**src/rtl/impulse_sequencer_pkg.sv**
```systemverilog
// impulse_sequencer_pkg: shared state encoding, default widths and type-field bit positions.
package impulse_seq_pkg;
  localparam int FW_DEF = 48;
  localparam int TW_DEF = 64;
  localparam int CW_DEF = 32;
  localparam int TYPE_CHIRP_BIT = 0;
  localparam int TYPE_REPEAT_BIT = 7;
  typedef enum logic [2:0] {IDLE, ARMED, PULSE, GAP, DONE} state_t;
endpackage

```
**src/rtl/impulse_sequencer_chirp_accum.sv**
```systemverilog
// chirp_accum: DDS frequency register with a tick-gated rate counter for linear chirp steps.
module chirp_accum
  import impulse_seq_pkg::*;
#(
  parameter int FW = FW_DEF,
  parameter int CW = CW_DEF
) (
  input  logic          clk,
  input  logic          rst_n,
  input  logic          i_clk_en,
  input  logic          i_load,
  input  logic          i_run,
  input  logic [FW-1:0] i_freq,
  input  logic [FW-1:0] i_step,
  input  logic [CW-1:0] i_rate,
  output logic [FW-1:0] o_dds_freq,
  output logic          o_dds_wr
);
  logic [FW-1:0] r_freq;
  logic [CW-1:0] r_rcnt;
  logic          r_wr;
  logic          w_adv;
  always_comb w_adv = i_run && i_clk_en;
  // a step fires on the tick where the countdown reaches one, then the count reloads
  always_ff @(posedge clk or negedge rst_n)
    if (!rst_n) begin
      r_freq <= '0;
      r_rcnt <= '0;
      r_wr   <= 1'b0;
    end else if (i_load) begin
      r_freq <= i_freq;
      r_rcnt <= i_rate;
      r_wr   <= 1'b1;
    end else if (w_adv && r_rcnt <= CW'(1)) begin
      r_freq <= r_freq + i_step;
      r_rcnt <= i_rate;
      r_wr   <= 1'b1;
    end else begin
      r_wr <= 1'b0;
      if (w_adv) r_rcnt <= r_rcnt - 1'b1;
    end
  assign o_dds_freq = r_freq;
  assign o_dds_wr   = r_wr;
endmodule

```
**src/rtl/impulse_sequencer.sv**
```systemverilog
// impulse_sequencer: latches a burst descriptor on a write strobe and plays out gated pulses with blanking and chirp.
// Define IMPULSE_REPEAT_EN to let type bit 7 loop the burst until the next write.
module impulse_sequencer
  import impulse_seq_pkg::*;
#(
  parameter int FW = FW_DEF,
  parameter int TW = TW_DEF,
  parameter int CW = CW_DEF
) (
  input  logic          clk,
  input  logic          rst_n,
  input  logic          i_clk_en,
  input  logic [TW-1:0] i_sys_time,
  input  logic          i_spi_wr,
  input  logic [FW-1:0] i_freq,
  input  logic [FW-1:0] i_freq_step,
  input  logic [CW-1:0] i_freq_rate,
  input  logic [TW-1:0] i_time_start,
  input  logic [15:0]   i_n_impulse,
  input  logic [7:0]    i_type_impulse,
  input  logic [CW-1:0] i_interval_ti,
  input  logic [CW-1:0] i_interval_tp,
  input  logic [CW-1:0] i_tblank1,
  input  logic [CW-1:0] i_tblank2,
  output logic          o_tx_gate,
  output logic          o_blank,
  output logic [FW-1:0] o_dds_freq,
  output logic          o_dds_wr,
  output logic          o_busy,
  output logic [15:0]   o_imp_cnt,
  output logic          o_done,
  output logic          o_err_late
);
  state_t        r_state;
  logic          r_wr_d, r_first, r_tx, r_done, r_err;
  logic [FW-1:0] r_freq, r_step;
  logic [CW-1:0] r_rate, r_ti, r_tp, r_tb1, r_tb2;
  logic [TW-1:0] r_ts;
  logic [15:0]   r_n, r_imp;
  logic [7:0]    r_type;
  logic [CW-1:0] r_wcnt, r_pcnt, r_b1, r_b2;
  logic          w_wr_evt, w_go, w_gap_end, w_done_end, w_rep, w_enter, w_run;
  logic [CW-1:0] w_width, w_period;
  logic          w_unused;
  always_comb begin
    w_wr_evt   = i_spi_wr && !r_wr_d;
    w_go       = r_ts == '0 || i_sys_time == r_ts;
    w_width    = r_ti == '0 ? CW'(1) : r_ti;
    w_period   = r_tp > w_width ? r_tp : w_width;
    w_gap_end  = i_clk_en && r_state == GAP && r_pcnt <= CW'(1);
    w_done_end = i_clk_en && r_state == DONE && r_b2 <= CW'(1);
`ifdef IMPULSE_REPEAT_EN
    w_rep      = r_type[TYPE_REPEAT_BIT] && r_n != '0;
`else
    w_rep      = 1'b0;
`endif
    w_enter    = !w_wr_evt && ((r_state == ARMED && w_go && r_n != '0) ||
                               (w_gap_end && r_imp < r_n) || (w_done_end && w_rep));
    w_run      = !w_wr_evt && r_state == PULSE && r_type[TYPE_CHIRP_BIT] && r_rate != '0;
    w_unused   = ^{r_type[6:1], r_type[TYPE_REPEAT_BIT]};
  end
  always_ff @(posedge clk or negedge rst_n)
    if (!rst_n) begin
      r_state <= IDLE;
      r_wr_d  <= 1'b0;
      r_first <= 1'b0;
      r_tx    <= 1'b0;
      r_done  <= 1'b0;
      r_err   <= 1'b0;
      r_freq  <= '0;
      r_step  <= '0;
      r_rate  <= '0;
      r_ti    <= '0;
      r_tp    <= '0;
      r_tb1   <= '0;
      r_tb2   <= '0;
      r_ts    <= '0;
      r_n     <= '0;
      r_type  <= '0;
      r_imp   <= '0;
      r_wcnt  <= '0;
      r_pcnt  <= '0;
      r_b1    <= '0;
      r_b2    <= '0;
    end else begin
      r_wr_d <= i_spi_wr;
      r_done <= 1'b0;
      r_err  <= 1'b0;
      if (i_clk_en && r_b1 != '0) r_b1 <= r_b1 - 1'b1;
      if (w_wr_evt) begin
        r_freq  <= i_freq;
        r_step  <= i_freq_step;
        r_rate  <= i_freq_rate;
        r_ti    <= i_interval_ti;
        r_tp    <= i_interval_tp;
        r_tb1   <= i_tblank1;
        r_tb2   <= i_tblank2;
        r_ts    <= i_time_start;
        r_n     <= i_n_impulse;
        r_type  <= i_type_impulse;
        r_state <= ARMED;
        r_first <= 1'b1;
        r_tx    <= 1'b0;
        r_b1    <= '0;
        r_b2    <= '0;
        r_imp   <= '0;
      end else if (w_enter) begin
        r_state <= PULSE;
        r_tx    <= 1'b1;
        r_imp   <= r_state == DONE ? 16'd1 : r_imp + 1'b1;
        r_b1    <= r_tb1;
        r_wcnt  <= w_width;
        r_pcnt  <= w_period;
      end else begin
        case (r_state)
          // a start match here only remains for an empty burst
          ARMED:
            if (w_go) begin
              r_state <= DONE;
              r_b2    <= r_tb2;
            end else if (r_first && i_sys_time > r_ts) begin
              r_err   <= 1'b1;
              r_state <= IDLE;
            end else r_first <= 1'b0;
          PULSE:
            if (i_clk_en) begin
              r_pcnt <= r_pcnt - 1'b1;
              if (r_wcnt <= CW'(1)) begin
                r_tx    <= 1'b0;
                r_state <= GAP;
              end else r_wcnt <= r_wcnt - 1'b1;
            end
          GAP:
            if (w_gap_end) begin
              r_state <= DONE;
              r_b2    <= r_tb2;
            end else if (i_clk_en) r_pcnt <= r_pcnt - 1'b1;
          DONE:
            if (w_done_end) begin
              r_done  <= 1'b1;
              r_state <= IDLE;
            end else if (i_clk_en) r_b2 <= r_b2 - 1'b1;
          default: ;
        endcase
      end
    end
  chirp_accum #(.FW(FW), .CW(CW)) u_chirp (
    .clk        (clk),
    .rst_n      (rst_n),
    .i_clk_en   (i_clk_en),
    .i_load     (w_enter),
    .i_run      (w_run),
    .i_freq     (r_freq),
    .i_step     (r_step),
    .i_rate     (r_rate),
    .o_dds_freq (o_dds_freq),
    .o_dds_wr   (o_dds_wr)
  );
  assign o_tx_gate  = r_tx;
  assign o_blank    = r_b1 != '0 || (r_state == DONE && r_b2 != '0);
  assign o_busy     = r_state != IDLE;
  assign o_imp_cnt  = r_imp;
  assign o_done     = r_done;
  assign o_err_late = r_err;
endmodule

```
**config.mk**
```make
export PLATFORM = sky130hd
export DESIGN_NAME = impulse_sequencer
export DESIGN_NICKNAME = d
export VERILOG_FILES = /design/src/rtl/impulse_sequencer_pkg.sv /design/src/rtl/impulse_sequencer_chirp_accum.sv /design/src/rtl/impulse_sequencer.sv
export SDC_FILE = /design/constraint.sdc
export NUM_CORES = 2
export LEC_CHECK = 0
export ABC_AREA = 1
export CORE_AREA = 2 2 346 348
export CTS_BUF_LIST = sky130_fd_sc_hd__clkbuf_16
export CTS_CLUSTER_SIZE = 10
export DETAILED_ROUTE_END_ITERATION = 10
export DIE_AREA = 0 0 348 350
export DONT_BUFFER_PORTS = 1
export PLACE_DENSITY = 0.46
export SLEW_MARGIN = 20
export SYNTH_ARGS = -nofsm -noshare
export SYNTH_HDL_FRONTEND = slang
export SYNTH_HIERARCHICAL = 1
export SYNTH_SLANG_ARGS = --single-unit
```
**constraint.sdc**
```tcl
create_clock -name clk -period 2.9 [get_ports clk]
set_input_delay 0.58 -clock clk [delete_from_list [all_inputs] [get_ports clk]]
set_output_delay 0.58 -clock clk [all_outputs]
set_load 0.01 [all_outputs]
```
==> reports/metrics.cfg <==
[run_status]
status = finished with violations
violations = negative hold slack, max-slew violations, negative setup slack

[global_routing]
antenna_found_initial = 23
grt_max_degree = 571
track_usage_pct = 20.2
grt_pass1_wl_um = 191000
grt_overflow = 0
grt_pass1_vias = 32600

[sta]
finalHoldViolCount = 159
whs_ns = -0.388
slew_headroom_pct = -188
fin_skew_ns = 0.0431
clock.fmax_ghz = 0.334
tightest_slew_ns = 4.33
timing.final.crit_share_pct = 103
setup_violations = 59
timing.final.ws_setup_ns = -0.0908
min_period_ns = 2.99
drv_slew = 434
rsz0062_at_grt = true

[power]
ir_worst_vdd_uv = 464
p_leak_uw = 0.0227
p_per_area_nw_per_um2 = 638

[synth]
async_reset_ff_share_pct = 100
ys_seq_area_share_pct = 40.6
synth-seq-cells = 570
synth_ff_type = dfrtp_1
synth_area_leader_cell = dfrtp_1
yosysWarningCount = 6
ys_top_cells_by_area = dfrtp_1, nand2_1, inv_1
synthCells = 5048
synth_area_um2 = 35200
syn_avg_cell_area_um2 = 6.97
ys_top_cells_by_count = nand2_1, inv_1, dfrtp_1, nor2_1, o21ai_0
syn_nets = 5629
synth_edf_count = 0
ys_types = 46
yosysMostFrequentCell = nand2_1
netlist.area_leader.share_pct = 40.6

[clocking]
cts_buffers = 76
hold_buffers = 241
clock_latency_ns = 0.70
htreeDepth = 3
cts_tree = built
root_buffer = clkbuf_16
cts_sinks = 570
clockBufferDepth = 3
clk_pin_slew_ns = 0.06

[placement]
place_congestion = 0.890
io_buffer_count = 0
placed_cells = 6588
hpwl_um = 91500

[critical_path]
r2r_slack_ns = 0.02
r2r_start = r_ts[49]
endpoint = r_freq[22]
worst-path-max-fanout = 570
cp.depth = 0
setup.worst_path.start = rst_n
worstRegToRegCells = 20
end_kind = asynchronous set/reset pin
reg2reg_to = u_chirp/o_dds_freq[23]
cp-start-kind = input port
cp.arrival_ns = 2.74
path_class = input port to asynchronous set/reset pin
crit_required_ns = 2.65

[floorplan]
die_h_um = 350
die-area_um2 = 122000
coreArea_um2 = 118000
start_util_pct = 29.9
fp.dieW_um = 348
rows = 126
io-pin-count = 482

[hold_path]
min_path_type = input port to asynchronous set/reset pin

[job]
max-cap-violations = 0

[detailed_routing]
drt-wirelength-per-cell_um = 18.0
postRouteAntennaNets = 0
drc = 0
via_count = 33000
wirelength_um = 126000
vias_per_cell = 4.69
drt_iter0_drc = 2015
firstDrtPassIters = 8

[layout]
drive_gt1_share_pct = 10.4
area.growth.synth_to_final_pct = 25.8
instances_no_fill = 7027
final_nets = 6011

## through the flow
step / util (%) / TNS, ns / cell area [µm²] / power [µW] / setup slack, ns
5_1_grt: 37.6 / -7.48 / 44200 / 30200 / -0.146
3_5_place_dp: 32.2 / -6.69 / 38000 / 18100 / -0.234
2_1_floorplan: - / 0 / 35300 / 15800 / 0.000542
4_1_cts: 36.5 / -0.138 / 43000 / 28000 / -0.126
3_3_place_gp: 32.2 / -2.55 / 38000 / 18100 / -0.195
6_report: 37.6 / -3.61 / 44200 / 28200 / -0.0908
## how the worst min path moves through the flow
stage | start | to | slack, ns | cells past startpoint
floorplan | rst_n | o_done | 0.28 | 0
global placement | rst_n | r_wcnt[13] | 0.35 | 0
detailed placement | rst_n | r_wcnt[13] | 0.35 | 0
CTS | rst_n | r_tp[25] | -0.41 | 0
global route | rst_n | r_wcnt[13] | -0.45 | 0
finish | rst_n | r_wcnt[18] | -0.39 | 0
## cells in the final DEF, fill, tap and decap left out, types with 11 or more instances in the layout
cell | netlist | routed
nand2_1 | 1865 | 1823
inv_1 | 587 | 588
dfrtp_1 | 570 | 568
nor2_1 | 524 | 485
o21ai_0 | 320 | 301
dlygate4sd3_1 | 0 | 241
nand3_1 | 228 | 214
buf_4 | 5 | 173
ha_1 | 168 | 155
a21oi_1 | 167 | 126
xor2_1 | 107 | 107
clkbuf_16 | 0 | 82
nand4_1 | 63 | 63
o22ai_1 | 49 | 48
nor2_2 | 18 | 46
nor3_1 | 44 | 43
a21oi_2 | 0 | 37
nand2_2 | 10 | 34
o21ai_1 | 18 | 30
xnor2_1 | 28 | 28
buf_12 | 0 | 23
nand2_4 | 4 | 22
buf_6 | 11 | 20
nor4_1 | 20 | 18
inv_2 | 8 | 17
nor2_4 | 5 | 16
or2_2 | 16 | 16
diode_2 | 0 | 15
ha_4 | 0 | 13
o211ai_1 | 12 | 12
clkinv_1 | 0 | 11
clkinv_2 | 0 | 11
## kinds of logic (layout without fill, tap and decap cells)
| kind of cell | Yosys count | after routing | share of synthesized area, % |
|---|---|---|---|
| and+or+nand+nor | 2812 | 2812 | 32.2 |
| adders and majority gates | 169 | 169 | 6.04 |
| other | 0 | 15 | 0 |
| xor gates and xnor gates | 135 | 135 | 3.36 |
| muxes | 4 | 4 | 0.114 |
| DFF | 570 | 570 | 40.6 |
| AOI/OAI and AO/OA | 601 | 601 | 9.18 |
| buffers and inverters | 757 | 1185 | 8.49 |
## flip-flops by register name, indices dropped and copies added, names as in the netlist, 3 cells and up
register / count
r_ts: 64
r_freq: 48
r_step: 48
u_chirp/o_dds_freq: 48
r_b1: 32
r_b2: 32
r_pcnt: 32
r_rate: 32
r_tb1: 32
r_tb2: 32
r_ti: 32
r_tp: 32
r_wcnt: 32
u_chirp/r_rcnt: 32
o_imp_cnt: 16
r_n: 16
r_state: 3
## power breakdown
part	internal [µW]	leakage (µW)	switching [µW]	total, µW
Clock	5050	0.00118	3970	9020
Combinational	3530	0.0142	5250	8780
Sequential	9240	0.00723	1180	10400
## repair_timing
item,CTS,global route
hold endpoints to repair,811,570
setup buffers,30,25
pin swaps,14,59
gates cloned,0,9
gates resized for setup,31,230
endpoints found under the setup margin,13,151
## layout make-up
type / count / area, µm²
inverter: 595 / 2260
antenna: 15 / 37.5
clock buffer: 76 / 1900
tap: 1536 / 1920
multi-input combinational: 3721 / 18800
sequential: 570 / 14300
fill: 12500 / 73500
clock inverter: 48 / 414
timing repair buffer: 466 / 4600
## metal layers
| layer | vias up | part of all wire [%] | global-route usage [%] |
|---|---|---|---|
| met1 | 15400 | 45 | 26.0 |
| li1 | 16700 | - | - |
| met4 | 10 | 3.5 | 6.93 |
| met3 | 196 | 4.9 | 4.14 |
| met2 | 673 | 47 | 33.5 |
| met5 | - | 0.057 | 0 |
Power figures use the tool's default switching activity.
